===== src/rtl/tdm_demux4.sv =====
// -----------------------------------------------------------------------------
// tdm_demux4
//   Receive side of the 4:1 TDM link. It deserialises a framed serial stream
//   into four parallel channel words a/b/c/d, sent in slot order 00,01,10,11
//   with each word MSB first. The block hunts for the frame marker and then
//   tracks the slot and bit position. A complete frame is handed over
//   atomically: a..d all update on the same edge.
//
//   Optional feature macro: TDM_DEMUX_PARITY_EN
//     When defined, one even-parity bit follows slot d. It covers all data
//     bits of the frame. A bad frame pulses par_err instead of frame_valid,
//     a..d keep their old values, and the receiver stays locked.
//     When not defined, the frame has no parity bit and par_err is tied 0.
//
// Parameters
//   SAMPLE_W     bits per channel word
//
// Ports
//   clk          clock; all state changes on the rising edge
//   rst_n        asynchronous active-low reset
//   en           bit strobe; din/sync are sampled only when en=1
//   sync         frame marker, high with the first bit of slot a
//   din          serial data
//   a,b,c,d      channel words from the last good frame (registered)
//   slot         slot currently being received (0 while hunting)
//   frame_valid  1-cycle pulse: a..d were just updated
//   locked       1 while the receiver is in RUN
//   sync_err     1-cycle pulse: sync missing at a frame start, or early
//   par_err      1-cycle pulse: parity failure (0 without the macro)
// -----------------------------------------------------------------------------
module tdm_demux4 #(
  parameter int SAMPLE_W = 4
) (
  input  logic                clk,
  input  logic                rst_n,
  input  logic                en,
  input  logic                sync,
  input  logic                din,
  output logic [SAMPLE_W-1:0] a,
  output logic [SAMPLE_W-1:0] b,
  output logic [SAMPLE_W-1:0] c,
  output logic [SAMPLE_W-1:0] d,
  output logic [1:0]          slot,
  output logic                frame_valid,
  output logic                locked,
  output logic                sync_err,
  output logic                par_err
);

  localparam int CNT_W = $clog2(SAMPLE_W + 1);
  localparam logic [CNT_W-1:0] LAST_BIT = CNT_W'(SAMPLE_W - 1);

  typedef enum logic {
    HUNT = 1'b0,
    RUN  = 1'b1
  } state_e;

  state_e              state_q, state_d;
  logic [1:0]          slot_q, slot_d;
  logic [CNT_W-1:0]    cnt_q, cnt_d;      // bits already received in this slot
  logic [SAMPLE_W-1:0] shift_q, shift_d;
  logic [SAMPLE_W-1:0] stage_q [4];       // completed words of the current frame
  logic [SAMPLE_W-1:0] stage_d [4];
  logic [SAMPLE_W-1:0] word_q [4];        // words presented on a..d
  logic [SAMPLE_W-1:0] word_d [4];
  logic                fv_q, fv_d;
  logic                se_q, se_d;
`ifdef TDM_DEMUX_PARITY_EN
  logic                pe_q, pe_d;
  logic                par_q, par_d;      // running XOR of the frame's data bits
  logic                pphase_q, pphase_d; // next bit is the parity bit
`endif

  // Per-bit decode helpers
  logic                take_bit;   // this strobe carries a frame bit
  logic                new_frame;  // this bit is bit 0 of slot a
  logic                exp_start;  // a frame start is due at this bit
  logic [1:0]          eff_slot;
  logic [CNT_W-1:0]    eff_cnt;
  logic [SAMPLE_W:0]   shift_ext;
  logic [SAMPLE_W-1:0] shifted;
`ifdef TDM_DEMUX_PARITY_EN
  logic                eff_pphase;
  logic                eff_par;
`endif

  // NOTE: every signal this block writes gets a default first. A path that
  // skips an assignment would otherwise infer a latch.
  always_comb begin
    state_d   = state_q;
    slot_d    = slot_q;
    cnt_d     = cnt_q;
    shift_d   = shift_q;
    stage_d   = stage_q;
    word_d    = word_q;
    fv_d      = 1'b0;
    se_d      = 1'b0;
    take_bit  = 1'b0;
    new_frame = 1'b0;
    exp_start = (slot_q == 2'd0) && (cnt_q == '0);
`ifdef TDM_DEMUX_PARITY_EN
    pe_d      = 1'b0;
    par_d     = par_q;
    pphase_d  = pphase_q;
    exp_start = exp_start && !pphase_q;
`endif

    // Classify the strobed bit. The rest of this block handles it.
    if (en) begin
      unique case (state_q)
        HUNT: begin
          if (sync) begin
            take_bit  = 1'b1;
            new_frame = 1'b1;
            state_d   = RUN;
          end
        end
        RUN: begin
          if (exp_start && !sync) begin
            // The marker is missing. Drop the bit and hunt again. a..d hold.
            se_d    = 1'b1;
            state_d = HUNT;
            slot_d  = 2'd0;
            cnt_d   = '0;
          end else begin
            take_bit  = 1'b1;
            new_frame = sync;
            // The marker came early: the partial frame is thrown away.
            se_d      = sync && !exp_start;
          end
        end
        default: state_d = HUNT;
      endcase
    end

    // A new frame restarts the bit position at slot a, bit 0.
    eff_slot  = new_frame ? 2'd0 : slot_q;
    eff_cnt   = new_frame ? '0 : cnt_q;
    shift_ext = {shift_q, din};
    shifted   = shift_ext[SAMPLE_W-1:0];
`ifdef TDM_DEMUX_PARITY_EN
    eff_pphase = new_frame ? 1'b0 : pphase_q;
    eff_par    = new_frame ? 1'b0 : par_q;
`endif

    if (take_bit) begin
`ifdef TDM_DEMUX_PARITY_EN
      if (eff_pphase) begin
        // Parity bit: the frame ends here either way.
        pphase_d = 1'b0;
        slot_d   = 2'd0;
        cnt_d    = '0;
        par_d    = 1'b0;
        if (eff_par ^ din) begin
          pe_d = 1'b1;
        end else begin
          word_d = stage_q;
          fv_d   = 1'b1;
        end
      end else begin
        par_d   = eff_par ^ din;
`endif
        shift_d = shifted;
        slot_d  = eff_slot;
        if (eff_cnt == LAST_BIT) begin
          stage_d[eff_slot] = shifted;
          cnt_d             = '0;
          if (eff_slot == 2'd3) begin
`ifdef TDM_DEMUX_PARITY_EN
            // slot stays 3 until the parity bit closes the frame.
            pphase_d = 1'b1;
`else
            // Frame end: all four words load together.
            word_d = stage_d;
            fv_d   = 1'b1;
            slot_d = 2'd0;
`endif
          end else begin
            slot_d = eff_slot + 2'd1;
          end
        end else begin
          cnt_d = eff_cnt + 1'b1;
        end
`ifdef TDM_DEMUX_PARITY_EN
      end
`endif
    end
  end

  // NOTE: sequential state uses non-blocking assignments only. The staging
  // and output words are reset as well: reset must clear a..d, and a clean
  // start keeps X out of the first frame.
  always_ff @(posedge clk or negedge rst_n) begin
    if (!rst_n) begin
      state_q <= HUNT;
      slot_q  <= 2'd0;
      cnt_q   <= '0;
      shift_q <= '0;
      for (int i = 0; i < 4; i++) begin
        stage_q[i] <= '0;
        word_q[i]  <= '0;
      end
      fv_q    <= 1'b0;
      se_q    <= 1'b0;
`ifdef TDM_DEMUX_PARITY_EN
      pe_q     <= 1'b0;
      par_q    <= 1'b0;
      pphase_q <= 1'b0;
`endif
    end else begin
      state_q <= state_d;
      slot_q  <= slot_d;
      cnt_q   <= cnt_d;
      shift_q <= shift_d;
      stage_q <= stage_d;
      word_q  <= word_d;
      fv_q    <= fv_d;
      se_q    <= se_d;
`ifdef TDM_DEMUX_PARITY_EN
      pe_q     <= pe_d;
      par_q    <= par_d;
      pphase_q <= pphase_d;
`endif
    end
  end

  assign a           = word_q[0];
  assign b           = word_q[1];
  assign c           = word_q[2];
  assign d           = word_q[3];
  assign slot        = slot_q;
  assign frame_valid = fv_q;
  assign locked      = (state_q == RUN);
  assign sync_err    = se_q;
`ifdef TDM_DEMUX_PARITY_EN
  assign par_err     = pe_q;
`else
  assign par_err     = 1'b0;
`endif

endmodule


===== config.mk =====
export PLATFORM = sky130hd
export DESIGN_NAME = tdm_demux4
export DESIGN_NICKNAME = d
export VERILOG_FILES = /design/src/rtl/tdm_demux4.sv
export SDC_FILE = /design/constraint.sdc
export NUM_CORES = 1
export LEC_CHECK = 0
export ABC_AREA = 1
export BUFFER_PORTS_ARGS = -buffer_cell sky130_fd_sc_hd__buf_4
export CORE_MARGIN = 2
export CORE_UTILIZATION = 60
export CTS_CLUSTER_DIAMETER = 100
export CTS_CLUSTER_SIZE = 28
export DETAILED_ROUTE_END_ITERATION = 8
export PLACE_DENSITY = 0.93
export SLEW_MARGIN = 0
export SYNTH_ARGS = -nofsm -noshare
export SYNTH_HDL_FRONTEND = slang
export SYNTH_SLANG_ARGS = --single-unit

===== constraint.sdc =====
create_clock -name clk -period 2.38 [get_ports clk]
set_input_delay 0.119 -clock clk [delete_from_list [all_inputs] [get_ports clk]]
set_output_delay 0.119 -clock clk [all_outputs]
set_load 0.02 [all_outputs]

-- Word-level counts from Yosys, hierarchy flattened
Cells that the tools add are included.
W data, S select, Z words.
- register bits after elaboration: 43
- bits in latches: 0
- bits in writable memories: 0
- ROM bits: 0
- input port bits: 5
- output and inout port bits: 22
- word-level logic and storage cells: 65
- memories: 0
- add/sub/neg operators: 2
- multiply operators: 0
- div/mod/pow operators: 0
- order comparisons: 2
- eq/ne operators: 2
- shift-type cells: 0
- muxes and demuxes: 29
- bitwise operators: 2
- reduce and logical (&&, ||, !) cells: 14
- operator list (cell ; count):
    $mux W3 ; 6
    $bwmux W16 ; 1
    $mux W2 ; 7
    $mux W1 ; 11
    $demux W4 S2 ; 1
    $reduce_and A3 Y1 ; 2
    $reduce_bool A2 Y1 ; 3
    $logic_and A1 B1 Y1 ; 4
    $mux W4 ; 1
    $pmux W1 S2 ; 2
    $add A3 B1 Y3 const B ; 1
    $eq A3 B2 Y1 const B ; 1
    $ge A3 B3 Y1 const B ; 1
    $logic_not A3 Y1 ; 1
    $lt A3 B1 Y1 const B ; 1
    $not A2 Y3 ; 1
    $add A2 B1 Y2 const B ; 1
    $eq A2 B2 Y1 const B ; 1
    $logic_not A1 Y1 ; 2
    $logic_not A2 Y1 ; 1
    $reduce_and A2 Y1 ; 1
    $not A1 Y1 ; 1

-- Longest topological paths before layout
- depth after elaboration: 13
- mapped depth: 10

-- Worst setup path after synthesis
OpenSTA, ideal clock, no wires.
- path type: register to register
- start: register slot_q[0] (netlist: slot[0])
- end: register word_q (netlist bit b[0])
- arrival: 1.478 ns
- path slack: 0.781 ns
- stages on the path, launching flop included: 9
- path buffers: 2
- clock period less this slack: 1.599 ns
- path through: dfrtp_1 nand2_1 inv_1 ha_1 buf_1 nand3_4 buf_2 o21bai_1 nand2_1
- cells in the longest elaborated chain, start to end: 13
- elaborated cells between the ends (all ways): 21
- RTL lines (element ; RTL line ; source):
    from (decl) ; 59 ; logic [1:0] slot_q, slot_d;
    from (signal assigned) ; 212 ; slot_q <= slot_d;
    $logic_not A2 Y1 ; 100 ; exp_start = (slot_q == 2'd0) && (cnt_q == '0);
    $logic_and A1 B1 Y1 ; 100 ;
    $logic_and A1 B1 Y1 ; 119 ; if (exp_start && !sync) begin
    $mux W1 ; 119 ;
    $pmux W1 S2 ; 110 ; unique case (state_q)
    $mux W1 ; 109 ; if (en) begin
    $mux W2 ; 137 ; eff_slot = new_frame ? 2'd0 : slot_q;
    $not A2 Y3 (implied by the code) ; 166 ; stage_d[eff_slot] = shifted;
    $ge A3 B3 Y1 (implied by the code) or $lt A3 B1 Y1 (tied branches) ; 166 ;
    $logic_and A1 B1 Y1 (implied by the code) ; 166 ;
    $mux W4 (implied by the code) ; 166 ;
    $demux W4 S2 ; 166 ;
    $bwmux W16 ; 166 ;
    to (signal assigned) ; 216 ; word_q <= word_d;
    to (decl) ; 64 ; logic [SAMPLE_W-1:0] word_q [4];
Several ways; a longest one is shown, not always the timed one.
A chain may end at the register's enable or synchronous reset.

-- Worst setup path after layout
- start: input port en
- end: register word_q (netlist bit d[1])
- cells in the longest elaborated chain, start to end: 8
- elaborated cells between the ends (all ways): 14
- RTL lines (element ; RTL line ; source):
    from (decl) ; 36 ; input logic en,
    $mux W1 ; 109 ;
    $mux W2 ; 137 ;
    $not A2 Y3 (implied by the code) ; 166 ;
    $ge A3 B3 Y1 (implied by the code) or $lt A3 B1 Y1 (tied branches) ; 166 ;
    $logic_and A1 B1 Y1 (implied by the code) ; 166 ;
    $mux W4 (implied by the code) ; 166 ;
    $demux W4 S2 ; 166 ;
    $bwmux W16 ; 166 ;
Several ways; a longest one is shown, not always the timed one.

==> impl_metrics.json <==
{
  "multi_input_area_um2": 816,
  "die_x_um": 61.5,
  "port_buffers": 25,
  "area_growth_pct": 14.2,
  "r2r-end": "slot[0]$_DFFE_PN0P_",
  "fill_cells": 238,
  "critPathRequiredTime_ns": 2.68,
  "yosys_warnings": 0,
  "status": "completed",
  "clkPwrFrac_pct": 16.5,
  "start_util_pct": 63.8,
  "track_usage_pct": 24.9,
  "grt_pass1_vias": 1471,
  "switching_share_pct": 41.2,
  "drtPass1Iterations": 4,
  "grt_max_degree": 40,
  "cts_num_sinks": 39,
  "min_to": "slot[0]$_DFFE_PN0P_",
  "ff2ff_setup_slack_ns": 0.55,
  "pwr-share-comb_pct": 41.5,
  "routed_wl_mm": 3.99,
  "rsz0062_at_grt": "no",
  "synth_top_area_cell": "dfrtp_1",
  "nets": 275,
  "fin_area_um2": 2260,
  "p_total_mw": 2.34,
  "via_per_inst": 5.04,
  "hold_viol": 0,
  "synth_top_area_share_pct": 49.3,
  "ir_drop_mv": 0.518,
  "drc": 0,
  "clockBufferDepth": 2,
  "wire_per_inst_um": 12.9,
  "min_from": "sync",
  "syn_avg_cell_area_um2": 8.25,
  "place_congestion": 0.812,
  "cp-end-kind": "flop",
  "drtIter0Drc": 104,
  "core.rowCount": 20,
  "worstSetupStartpointType": "primary input",
  "grt_overflow_total": 0,
  "synthCells": 240,
  "critPathMaxFanout": 17,
  "fin_crit_ns": 1.97,
  "synth_seq_cells": 39,
  "clkLatencyLatePin_ns": 0.35,
  "hold_depth": 4,
  "grt_pass1_wl_mm": 6.71,
  "num_antenna_cells": 0,
  "cts_tree": "yes",
  "utilization_pct": 72.9,
  "coreArea_um2": 3100,
  "syn_area_um2": 1980,
  "maxCapViolations": 0,
  "drv_slew": 0,
  "ios": 27,
  "antenna_left": 0,
  "numCtsBuffers": 5,
  "regToRegStartpoint": "cnt_q[2]$_DFFE_PN0P_",
  "p_leak_nw": 1.20,
  "arrival_ns": 2.27,
  "finalCritPeriodShare_pct": 82.8,
  "crit_chain": "dlygate4sd3_1 > buf_4 > nand2_4 > inv_1 > nor2_1 > ha_1 > nand3_4 > nor2_8 > nand2_1 > nand2_1",
  "worst-path-buf-inv": 3,
  "dpl_cell_area_um2": 2160,
  "clk_pin_slew_worst_paths_ns": 0.11,
  "yosysSeqAreaShare_pct": 49.3,
  "power.density_nw_per_um2": 1030,
  "register_area_um2": 976,
  "vias": 1556,
  "hold_slack_ns": 0.125,
  "fin_tns_setup_ns": 0,
  "cts_root_buf": "clkbuf_4",
  "fin_skew_ns": 0.00959,
  "crit_family": "simple AND/OR/NAND/NOR gates",
  "p_seq_share_pct": 42.0,
  "hp-class": "primary input to flop",
  "hpwl_mm": 2.77,
  "antenna_found_initial": 0,
  "ys_types": 23,
  "cp_slowest_cell": "dlygate4sd3_1",
  "r2r.worst_path.cells": 9,
  "drive_gt1_share_pct": 16.2,
  "syn-num-nets": 251,
  "mostFrequentLayoutCells": "88 x nand2_1, 39 x dfrtp_1, 33 x inv_1",
  "cp_slowest_stage_delay_ns": 0.53,
  "cp.depth": 10,
  "power_switching_uw": 963,
  "crit_type": "primary input to flop",
  "die_h_um": 61.5,
  "yosys-top-cells-area": "dfrtp_1 49%, nand2_1 17%, inv_1 6.3%",
  "p_int_mw": 1.37,
  "h-tree-depth": 2,
  "die-area_um2": 3780,
  "final_common_cell": "nand2_1",
  "max_freq_mhz": 507,
  "setup_viol_count_final": 0,
  "cpMostUsedCell": "nand2_1"
}
==> what timing repair did <==
item / 4_1_cts / 5_1_grt
hold buffers: 3 / 0
gates resized for setup: 0 / 0
endpoints found under the hold margin: 41 / 0
setup buffers: 0 / 0
==> cell type report <==
cell class / instances / area share (%)
clock buffers: 7 / 2.88
multi-input cells: 157 / 36.1
inverters: 33 / 5.48
repair buffers: 28 / 9.63
clock inverters: 1 / 0.332
well taps: 44 / 2.43
flip-flops and latches: 39 / 43.2
==> layer usage <==
metal | share of wire, % | vias to the layer above | track usage, %
li1 | - | 784 | -
met1 | 43 | 708 | 31.5
met2 | 49 | 55 | 40.7
met3 | 5.8 | 9 | 7.56
met4 | 1.9 | 0 | 8.51
met5 | 0 | - | 0
==> power by group through the flow <==
stage                     combinational [mW]  clock (mW)  sequential [mW]
after floorplan                        0.555           0             1.07
after global placement                 0.913           0            0.982
after detailed placement               0.950           0            0.990
after CTS                              0.961       0.392            0.977
after global routing                    1.09       0.430             1.01
final                                  0.970       0.386            0.981
==> how the worst max path moves through the flow <==
stage | to | slack (ns) | startpoint
after floorplan | b[0]$_DFFE_PN0P_ | 0.78 | slot[0]$_DFFE_PN0P_
after global placement | slot[0]$_DFFE_PN0P_ | 0.63 | cnt_q[2]$_DFFE_PN0P_
after detailed placement | slot[0]$_DFFE_PN0P_ | 0.61 | cnt_q[2]$_DFFE_PN0P_
after CTS | d[1]$_DFFE_PN0P_ | 0.44 | en
after global routing | c[3]$_DFFE_PN0P_ | 0.21 | en
final | d[1]$_DFFE_PN0P_ | 0.41 | en
==> flip-flops by register name, indices dropped and copies added, names as in the netlist <==
register,flops
stage_q,12
a,4
c,4
shift_q,3
cnt_q,3
locked,1
frame_valid,1
d,4
sync_err,1
slot,2
b,4
==> cell usage after synthesis, drive strengths merged <==
master	count
nand2	94
dfrtp	39
inv	33
o21bai	16
nor2	14
buf	11
o21ai	10
a21oi	6
ha	6
nand3	6
nand4	2
conb	1
nor3	1
o22ai	1
==> tightest hold or removal path, delay by kind of cell <==
kind / cells / cell delay (ns)
buffers and inverters: 1 / 0.10
and+or+nand+nor: 3 / 0.22
==> cell families (layout without fill, tap and decap cells) <==
group | after synthesis | in the layout | synth area share, %
other cells | 1 | 1 | 0.189
compound gates | 33 | 33 | 10.4
buf+inv | 44 | 69 | 9.54
flops | 39 | 39 | 49.3
simple gates | 117 | 117 | 26.8
fa+ha+maj | 6 | 6 | 3.79
==> per-stage QoR <==
step           setup WS [ns]  instances
3_3_place_gp           0.628        298
4_1_cts                0.438        309
5_1_grt                0.213        309
2_1_floorplan          0.781        240
6_report               0.408        309
3_5_place_dp           0.609        298
(Power assumes the default switching activity.)
